**src/rtl/wb_pkg.sv**
```systemverilog
// Shared types for the register-file writeback port arbiter.
// Latency: n/a (types and defaults only).
// Backpressure: n/a.
package wb_pkg;

    localparam int WB_DATA_W = 16;
    localparam int WB_REG_W  = 3;

    typedef enum logic {
        NORMAL = 1'b0,
        FORCE  = 1'b1
    } wb_state_t;

    typedef struct packed {
        logic [WB_REG_W-1:0]  addr;
        logic [WB_DATA_W-1:0] data;
        logic                 squash;
    } ret_entry_t;

endpackage

```
**src/rtl/wb_ret_fifo.sv**
```systemverilog
// Memory-return FIFO with a parallel squash-match port over all live entries.
// Latency: push visible at head the cycle after it is written.
// Backpressure: caller must not push while full; pop only when not empty.
module wb_ret_fifo
    import wb_pkg::*;
#(
    parameter int DEPTH = 2
) (
    input  logic                      clk,
    input  logic                      rst,
    input  logic                      push,
    input  ret_entry_t                push_dat,
    input  logic                      pop,
    input  logic                      sq_vld,
    input  logic [WB_REG_W-1:0]       sq_addr,
    output ret_entry_t                head,
    output logic                      head2_sq,
    output logic                      full,
    output logic                      empty,
    output logic [$clog2(DEPTH):0]    count
);

    localparam int PTR_W = $clog2(DEPTH);
    localparam int CNT_W = PTR_W + 1;

    ret_entry_t         slot_q [DEPTH];
    logic [PTR_W-1:0]   rd_ptr;
    logic [PTR_W-1:0]   wr_ptr;
    logic [CNT_W-1:0]   cnt;
    logic [DEPTH-1:0]   ent_vld;

    // An entry is live when its distance from the read pointer is below count.
    always_comb begin
        ent_vld = '0;
        for (int i = 0; i < DEPTH; i++)
            ent_vld[i] = {1'b0, (PTR_W'(i) - rd_ptr)} < cnt;
    end

    always_ff @(posedge clk or negedge rst) begin
        if (!rst) begin
            rd_ptr <= '0;
            wr_ptr <= '0;
            cnt    <= '0;
            for (int i = 0; i < DEPTH; i++)
                slot_q[i] <= '0;
        end else begin
            for (int i = 0; i < DEPTH; i++)
                if (sq_vld && ent_vld[i] && slot_q[i].addr == sq_addr)
                    slot_q[i].squash <= 1'b1;
            if (push) begin
                slot_q[wr_ptr] <= push_dat;
                wr_ptr         <= wr_ptr + PTR_W'(1);
            end
            if (pop)
                rd_ptr <= rd_ptr + PTR_W'(1);
            cnt <= cnt + CNT_W'(push) - CNT_W'(pop);
        end
    end

    assign head     = slot_q[rd_ptr];
    assign head2_sq = slot_q[rd_ptr + PTR_W'(1)].squash;
    assign full     = cnt == CNT_W'(DEPTH);
    assign empty    = cnt == '0;
    assign count    = cnt;

endmodule

```
**src/rtl/wb_port_arbiter.sv**
```systemverilog
// Arbitrates the register-file write port between pipeline writeback and late load returns.
// Latency: grant decided combinationally in cycle N, rf_* registered in N+1.
// Backpressure: mem_ready = !full; pipe_stall asserted for one pop while starved returns are forced.
module wb_port_arbiter
    import wb_pkg::*;
#(
    parameter int DATA_W       = WB_DATA_W,
    parameter int REG_W        = WB_REG_W,
    parameter int DEPTH        = 2,
    parameter int STARVE_LIMIT = 4
) (
    input  logic              clk,
    input  logic              rst,
    input  logic              pipe_valid,
    input  logic [REG_W-1:0]  pipe_reg,
    input  logic [DATA_W-1:0] pipe_data,
    output logic              pipe_stall,
    input  logic              mem_valid,
    input  logic [REG_W-1:0]  mem_reg,
    input  logic [DATA_W-1:0] mem_data,
    output logic              mem_ready,
    output logic              rf_we,
    output logic [REG_W-1:0]  rf_waddr,
    output logic [DATA_W-1:0] rf_wdata
);

    localparam int AGE_W = $clog2(STARVE_LIMIT + 1);
    localparam int CNT_W = $clog2(DEPTH) + 1;

    wb_state_t          state_q, state_nxt;
    logic [AGE_W-1:0]   age_q, age_nxt;
    ret_entry_t         head, push_dat;
    logic               head2_sq, full, empty;
    logic [CNT_W-1:0]   count, count_nxt;
    logic               pipe_gnt, pop, head_wr, bypass, push, head_sq_nxt;

    always_comb begin
        pipe_gnt = 1'b0;
        pop      = 1'b0;
        bypass   = 1'b0;
        if (state_q == FORCE)
            pop = !empty;
        else if (pipe_valid)
            pipe_gnt = 1'b1;
        else if (!empty)
            pop = 1'b1;
        else
            bypass = mem_valid;
    end

    assign pipe_stall = state_q == FORCE;
    assign mem_ready  = !full;
    assign head_wr    = pop && !head.squash;
    assign push       = mem_valid && mem_ready && !bypass;
    // A same-cycle pipeline write to the same register supersedes the incoming return.
    assign push_dat   = '{addr: mem_reg, data: mem_data,
                          squash: pipe_gnt && (mem_reg == pipe_reg)};

    wb_ret_fifo #(.DEPTH(DEPTH)) u_fifo (
        .clk      (clk),
        .rst      (rst),
        .push     (push),
        .push_dat (push_dat),
        .pop      (pop),
        .sq_vld   (pipe_gnt),
        .sq_addr  (pipe_reg),
        .head     (head),
        .head2_sq (head2_sq),
        .full     (full),
        .empty    (empty),
        .count    (count)
    );

    // Force is judged on next-cycle head state: a head squashed this edge must not trigger it.
    always_comb begin
        state_nxt   = state_q;
        count_nxt   = count + CNT_W'(push) - CNT_W'(pop);
        head_sq_nxt = pop ? head2_sq : (head.squash || (pipe_gnt && head.addr == pipe_reg));
        if (pop || empty)
            age_nxt = '0;
        else if (state_q == NORMAL && !head.squash && age_q != AGE_W'(STARVE_LIMIT))
            age_nxt = age_q + AGE_W'(1);
        else
            age_nxt = age_q;
        case (state_q)
            NORMAL: if (count_nxt != '0 && !head_sq_nxt &&
                        (age_nxt == AGE_W'(STARVE_LIMIT) || count_nxt == CNT_W'(DEPTH)))
                        state_nxt = FORCE;
            FORCE:  if (pop) state_nxt = NORMAL;
            default: state_nxt = NORMAL;
        endcase
    end

    always_ff @(posedge clk or negedge rst) begin
        if (!rst) begin
            state_q  <= NORMAL;
            age_q    <= '0;
            rf_we    <= 1'b0;
            rf_waddr <= '0;
            rf_wdata <= '0;
        end else begin
            state_q <= state_nxt;
            age_q   <= age_nxt;
            rf_we   <= pipe_gnt || head_wr || bypass;
            if (pipe_gnt) begin
                rf_waddr <= pipe_reg;
                rf_wdata <= pipe_data;
            end else if (head_wr) begin
                rf_waddr <= head.addr;
                rf_wdata <= head.data;
            end else if (bypass) begin
                rf_waddr <= mem_reg;
                rf_wdata <= mem_data;
            end
        end
    end

endmodule

```
**config.mk**
```make
export PLATFORM = sky130hd
export DESIGN_NAME = wb_port_arbiter
export DESIGN_NICKNAME = d
export VERILOG_FILES = /design/src/rtl/wb_pkg.sv /design/src/rtl/wb_ret_fifo.sv /design/src/rtl/wb_port_arbiter.sv
export SDC_FILE = /design/constraint.sdc
export NUM_CORES = 1
export LEC_CHECK = 0
export ABC_AREA = 1
export CORE_ASPECT_RATIO = 0.6
export CORE_UTILIZATION = 50
export DETAILED_ROUTE_END_ITERATION = 7
export GPL_ROUTABILITY_DRIVEN = 0
export PLACE_DENSITY = 0.77
export REMOVE_ABC_BUFFERS = 1
export SLEW_MARGIN = 15
export SYNTH_ARGS = -nofsm -noshare
export SYNTH_HDL_FRONTEND = slang
export SYNTH_SLANG_ARGS = --single-unit
```
**constraint.sdc**
```tcl
create_clock -name clk -period 4.9 [get_ports clk]
set_clock_uncertainty 0.2 [all_clocks]
set_input_delay 1.225 -clock clk [delete_from_list [all_inputs] [get_ports clk]]
set_output_delay 1.225 -clock clk [all_outputs]
set_load 0.01 [all_outputs]
```
* Yosys cells after proc, flatten, opt, wreduce, memory -nomap -nowiden
Cells that the tools add are included. Widths: inputs -> output; s select.
Storage, ports and cells: output and inout bits 22, bits in registers 68, input bits 42, logic and storage cells 98
Operators by class: bitwise operators 4, reduce and logical (&&, ||, !) cells 27, equal/unequal tests 8, muxes and demuxes 32, $lt $le $gt $ge 6, add/sub/neg operators 7
Operators with widths (count):
- $mux 20 | 4
- $mux 16 | 3
- $bwmux 40 | 1
- $mux 21 | 1
- $demux 20 s1 | 1
- $mux 1 | 16
- $mux 3 | 5
- $logic_and 1x1->1 | 14
- $eq 3x3->1 | 4
- $ge 2x2->1 const B | 3
- $not 1->2 | 3
- $logic_not 1->1 | 5
- $logic_or 1x1->1 | 5
- $eq 2x2->1 const B | 2
- $lt 1x2->1 | 2
- $add 3x1->3 const B | 1
- $eq 3x3->1 const B | 1
- $ne 3x3->1 const B | 1
- $reduce_bool 3->1 | 1
- $add 1x1->1 const B | 2
- $add 2x1->2 | 1
- $logic_not 2->1 | 1
- $lt 2x1->1 const B | 1
- $pmux 1 s2 | 1
- other kinds (4) | 5

* Longest topological paths before layout
depth after elaboration 14, depth in mapped cells 12, gate-level depth less buffers 12

* Hierarchy
Synthesis repeated with hierarchy kept, for this count alone.
Unflattened totals: cell total of the unflattened synthesis 461, area total of the unflattened synthesis 3768.6 µm²
By module, submodules not included:
- wb_ret_fifo | cells each 226, area an instance 2114.5 µm², times used 1
- wb_port_arbiter | cells each 235, area an instance 1654.1 µm², times used 1

* Worst setup path before layout
OpenSTA, ideal clock, no wires.
path type input -> register, start input port pipe_valid, end register state_q (netlist: pipe_stall), required time 4.584 ns, arrival 2.222 ns, setup time 0.116 ns, path slack 2.362 ns, cell stages on the path 11, cell sequence nand2_1 -> nand2_2 -> inv_1 -> ha_1 -> inv_1 -> nand2_1 -> nand2_1 -> nand3b_1 -> nand2_1 -> nand2_1 -> nand2_1
Between the ends: word-level cells in the longest chain between the ends 11, elaborated cells on any way between the ends 25
RTL lines:
- start: declaration | RTL line wb_port_arbiter.sv:14 | input logic pipe_valid,
- $mux 1 | RTL line wb_port_arbiter.sv:43 | else if (pipe_valid)
- $mux 1 | RTL line wb_port_arbiter.sv:41 | if (state_q == FORCE)
- $logic_not 1->1 | RTL line wb_port_arbiter.sv:54 | assign push = mem_valid && mem_ready && !bypass;
- $logic_and 1x1->1 | RTL line wb_port_arbiter.sv:54
- $add 2x1->2 | RTL line wb_port_arbiter.sv:77 | count_nxt = count + CNT_W'(push) - CNT_W'(pop);
- $sub 2x1->2 * | RTL line wb_port_arbiter.sv:77
- named net count_nxt[0] | RTL line wb_port_arbiter.sv:34 | logic [CNT_W-1:0] count, count_nxt;
- $eq 2x2->1 / $reduce_bool 2->1 (equally long branches) | RTL line wb_port_arbiter.sv:87, wb_port_arbiter.sv:86
- $logic_or 1x1->1 / $logic_and 1x1->1 (equally long branches) | RTL line wb_port_arbiter.sv:87, wb_port_arbiter.sv:86
- $logic_and 1x1->1 * | RTL line wb_port_arbiter.sv:86 | NORMAL: if (count_nxt != '0 && !head_sq_nxt &&
- $mux 1 * | RTL line wb_port_arbiter.sv:86
- $pmux 1 s2 * | RTL line wb_port_arbiter.sv:85 | case (state_q)
- named net state_nxt | RTL line wb_port_arbiter.sv:30 | wb_state_t state_q, state_nxt;
- end signal: assignment | RTL line wb_port_arbiter.sv:102 | state_q <= state_nxt;
- end: declaration | RTL line wb_port_arbiter.sv:30
The timed path passes the listed nets; every way through them passes the cells marked *. A chain may end at the register's enable or synchronous reset.

* Worst setup path in the final report
start input port pipe_valid, end register rf_wdata[9]
Between the ends: word-level cells in the longest chain between the ends 5, elaborated cells on any way between the ends 10
RTL lines:
- $mux 1 | RTL line wb_port_arbiter.sv:43
- $mux 1 | RTL line wb_port_arbiter.sv:41
- $logic_and 1x1->1 | RTL line wb_port_arbiter.sv:53 | assign head_wr = pop && !head.squash;
- $mux 16 | RTL line wb_port_arbiter.sv:108 | end else if (head_wr) begin
- $mux 16 | RTL line wb_port_arbiter.sv:105 | if (pipe_gnt) begin
- end signal: assignment | RTL line wb_port_arbiter.sv:107 | rf_wdata <= pipe_data;
- end signal: assignment | RTL line wb_port_arbiter.sv:110 | rf_wdata <= head.data;
- end signal: assignment | RTL line wb_port_arbiter.sv:113 | rf_wdata <= mem_data;
- end: declaration | RTL line wb_port_arbiter.sv:24 | output logic [DATA_W-1:0] rf_wdata
Parallel ways exist; a longest one is shown, timed or not.

==> flow_summary_export.csv <==
group,metric,value,unit
worst_setup_path,worstSetupPathType,"input port to register",
synthesis,yosysSeqAreaShare,0.483,
sta,finalSetupViolCount,0,
sta,fin_crit_sh,0.701,
final_layout,multi_input_area,1500,sq um
worst_setup_path,startpoint,"pipe_valid",
final_layout,final_common_cell,"nand2_1",
power_and_ir_drop,switching_power,1.26,mW
drt,dr.first_iter.drc_count,231,
grt,antenna_found_initial,0,
hold_path,worstHoldPathType,"register to register",
final_layout,fill_cells,556,
clock_network,cts_resized,0,
floorplanning,rows,23,
worst_setup_path,endpoint,"rf_wdata[9]$_DFFE_PN0P_",
final_layout,mostFrequentLayoutCells,"111 x nand2_1, 68 x dfrtp_1, 62 x clkdlybuf4s50_1",
sta,rsz0062_at_grt,"no",
synthesis,syn_area,3520,sq um
power_and_ir_drop,p_sw_frac,0.409,
clock_network,cts_made_buffers,9,
clock_network,post-cts-setup-buffer-count,0,
grt,grt_max_degree,49,
power_and_ir_drop,peakVddDrop,329,uV
worst_setup_path,rr_endpoint,"rf_wdata[9]$_DFFE_PN0P_",
clock_network,clock_path_buffers,2,
synthesis,yosys_warnings,0,
power_and_ir_drop,pwr-share-clk,0.201,
placement,io_buffers,63,
hold_path,hold_path_depth,2,
grt,grt.overflow.total,0,
worst_setup_path,r2r_setup_slack,2250,ps
clock_network,clk_latency,340,ps
drt,vias_per_cell,5.37,
run,cap_violations,0,
worst_setup_path,r2r_start,"u_fifo.rd_ptr$_DFFE_PN0P_",
placement,postPlaceCellArea,4150,sq um
worst_setup_path,cp_slowest_cell,"clkdlybuf4s50_1",
worst_setup_path,cp-start-kind,"input port",
sta,final_max_slew_viol_count,0,
floorplanning,design.die.area,7390,sq um
synthesis,synthCells,447,
sta,worst_pin_slew,630,ps
power_and_ir_drop,power.leakage,2.07,nW
floorplanning,core_area,6730,sq um
power_and_ir_drop,pwr-share-seq,0.330,
worst_setup_path,cp.required,4950,ps
clock_network,holdBufCountCts,0,
worst_setup_path,reg2reg_depth,11,
drt,drt-pass1-iter-count,5,
drt,wirelength,8.70,mm
placement,dpl.hpwl,5.73,mm
drt,antenna_left,0,
run_status,status,"finished, final reports clean",
sta,period_needed,3440,ps
final_layout,utilization,0.659,
sta,hold_viol,0,
synthesis,synth_cell_types,30,
worst_setup_path,cpMostUsedCell,"buf_4",
sta,fin_setup_tns,0,ps
worst_setup_path,critPathMaxFanout,39,
clock_network,cts-htree-levels,3,
final_layout,diodes,0,
final_layout,area_growth,26.2,%
clock_network,clock-sinks,68,
drt,drc,0,
final_layout,seqCellArea,1700,sq um
sta,fmax,291,MHz
grt,track_usage,0.263,
grt,grt_pass1_wl,14.2,mm
worst_setup_path,crit_chain,"clkdlybuf4s50_1 -> nand2_1 -> buf_4 -> nand2_2 -> nor2_4 -> buf_4 -> nor2_4 -> nand2_1 -> buf_4 -> nor2_1 -> a31oi_1",
power_and_ir_drop,power_frac_comb,0.469,
drt,vias,3191,
grt,grt_pass1_vias,2989,
floorplanning,die_h,67.0,um
sta,slew_headroom,0.579,
worst_setup_path,slowest_delay,430,ps
power_and_ir_drop,intPower,1.83,mW
worst_setup_path,worstSetupEndpointType,"register",
final_layout,nets,548,
clock_network,clockRootBuffer,"clkbuf_16",
clock_network,cts_tree,"yes",
clock_network,clkTransAtPathRegs,50,ps
floorplanning,io_pins,64,
floorplanning,start_util,0.523,
final_layout,drive_gt1_frac,0.0730,
worst_setup_path,critical_path_arrival,3490,ps
final_layout,finalInstanceArea,4440,sq um
drt,wl_per_cell,14.6,um
power_and_ir_drop,p_per_area,695,nW/um^2
floorplanning,die_w,110,um
synthesis,ys_seq_elements,68,
synthesis,syn_area_per_cell,7.87,sq um
## routing by layer
metal	share of wire	up-vias	track usage
li1	-	1576	-
met2	0.43	141	0.386
met3	0.091	12	0.0988
met4	0.011	0	0.0806
met5	0	-	0
met1	0.47	1462	0.358
## metrics by stage
| stage | hold slack [ps] | std cells | power (mW) | setup slack (ps) |
|---|---|---|---|---|
| final | 289 | 594 | 3.09 | 1460 |
| after global routing | 311 | 594 | 3.34 | 1280 |
| after CTS | 292 | 594 | 3.09 | 1460 |
| after detailed placement | 279 | 579 | 2.46 | 1090 |
| after global placement | 272 | 579 | 2.40 | 1270 |
| after floorplan | 259 | 424 | 1.92 | 1440 |
## state kept, by name, indices dropped and copies added, names as in the netlist
signal	cells
u_fifo.slot_q	40
rf_wdata	16
age_q	3
rf_waddr	3
u_fifo.count	2
pipe_stall	1
rf_we	1
u_fifo.rd_ptr	1
u_fifo.wr_ptr	1
## synth_stat cells (all sizes together)
cell	number	share of area
buf	21	0.038
xnor2	2	0.0050
o21ai	63	0.090
nor3	1	0.0014
nand4	1	0.0018
nor2	60	0.073
clkbuf	2	0.0021
nor4	1	0.0018
a21boi	1	0.0021
a31oi	19	0.034
inv	47	0.050
and2	1	0.0018
nand3	10	0.016
dfrtp	68	0.48
o22ai	4	0.0071
o211ai	16	0.034
a21oi	6	0.0085
nand2	114	0.12
or2	1	0.0018
ha	3	0.011
nand3b	3	0.0064
xor2	3	0.0075
## area by class of cell
cell class | count | share of cell area
Sequential cell | 68 | 0.383
Multi-Input combinational cell | 309 | 0.338
Timing Repair Buffer | 68 | 0.150
Clock buffer | 14 | 0.0640
Inverter | 47 | 0.0397
Tap cell | 87 | 0.0245
Clock inverter | 1 | 0.00113
## power groups by stage
stage | Sequential [mW] | Combinational [mW] | Clock [mW]
finish | 1.02 | 1.45 | 0.621
global route | 1.05 | 1.63 | 0.659
CTS | 1.02 | 1.45 | 0.631
detailed placement | 1.02 | 1.44 | 0
global placement | 1.01 | 1.39 | 0
floorplan | 1.04 | 0.872 | 0
## worst min-delay path by stage
| stage | startpoint | slack, ps | endpoint |
|---|---|---|---|
| finish | u_fifo.slot_q[21]$_DFFE_PN0P_ | 290 | u_fifo.slot_q[21]$_DFFE_PN0P_ |
| global route | u_fifo.slot_q[8]$_DFFE_PN0P_ | 310 | u_fifo.slot_q[8]$_DFFE_PN0P_ |
| CTS | u_fifo.slot_q[2]$_DFFE_PN0P_ | 290 | u_fifo.slot_q[2]$_DFFE_PN0P_ |
| detailed placement | u_fifo.slot_q[2]$_DFFE_PN0P_ | 280 | u_fifo.slot_q[2]$_DFFE_PN0P_ |
| global placement | u_fifo.slot_q[2]$_DFFE_PN0P_ | 270 | u_fifo.slot_q[2]$_DFFE_PN0P_ |
| floorplan | u_fifo.slot_q[29]$_DFFE_PN0P_ | 260 | u_fifo.slot_q[29]$_DFFE_PN0P_ |
## cells by family (layout without fill, tap and decap cells)
group / Yosys count / in the layout / share of synthesized area
compound gates: 109 / 109 / 0.175
xor+xnor: 5 / 5 / 0.0124
fa+ha+maj: 3 / 3 / 0.0107
buf+inv: 70 / 130 / 0.0906
flops: 68 / 68 / 0.483
simple gates: 192 / 192 / 0.228
## worst max-delay path, delay by kind of cell
kind,cells,cell delay [ps]
buffers and inverters,4,1420
AND/OR/NAND/NOR,6,650
AO/OA/AOI/OAI,1,160
Power figures use the tool's default switching activity.
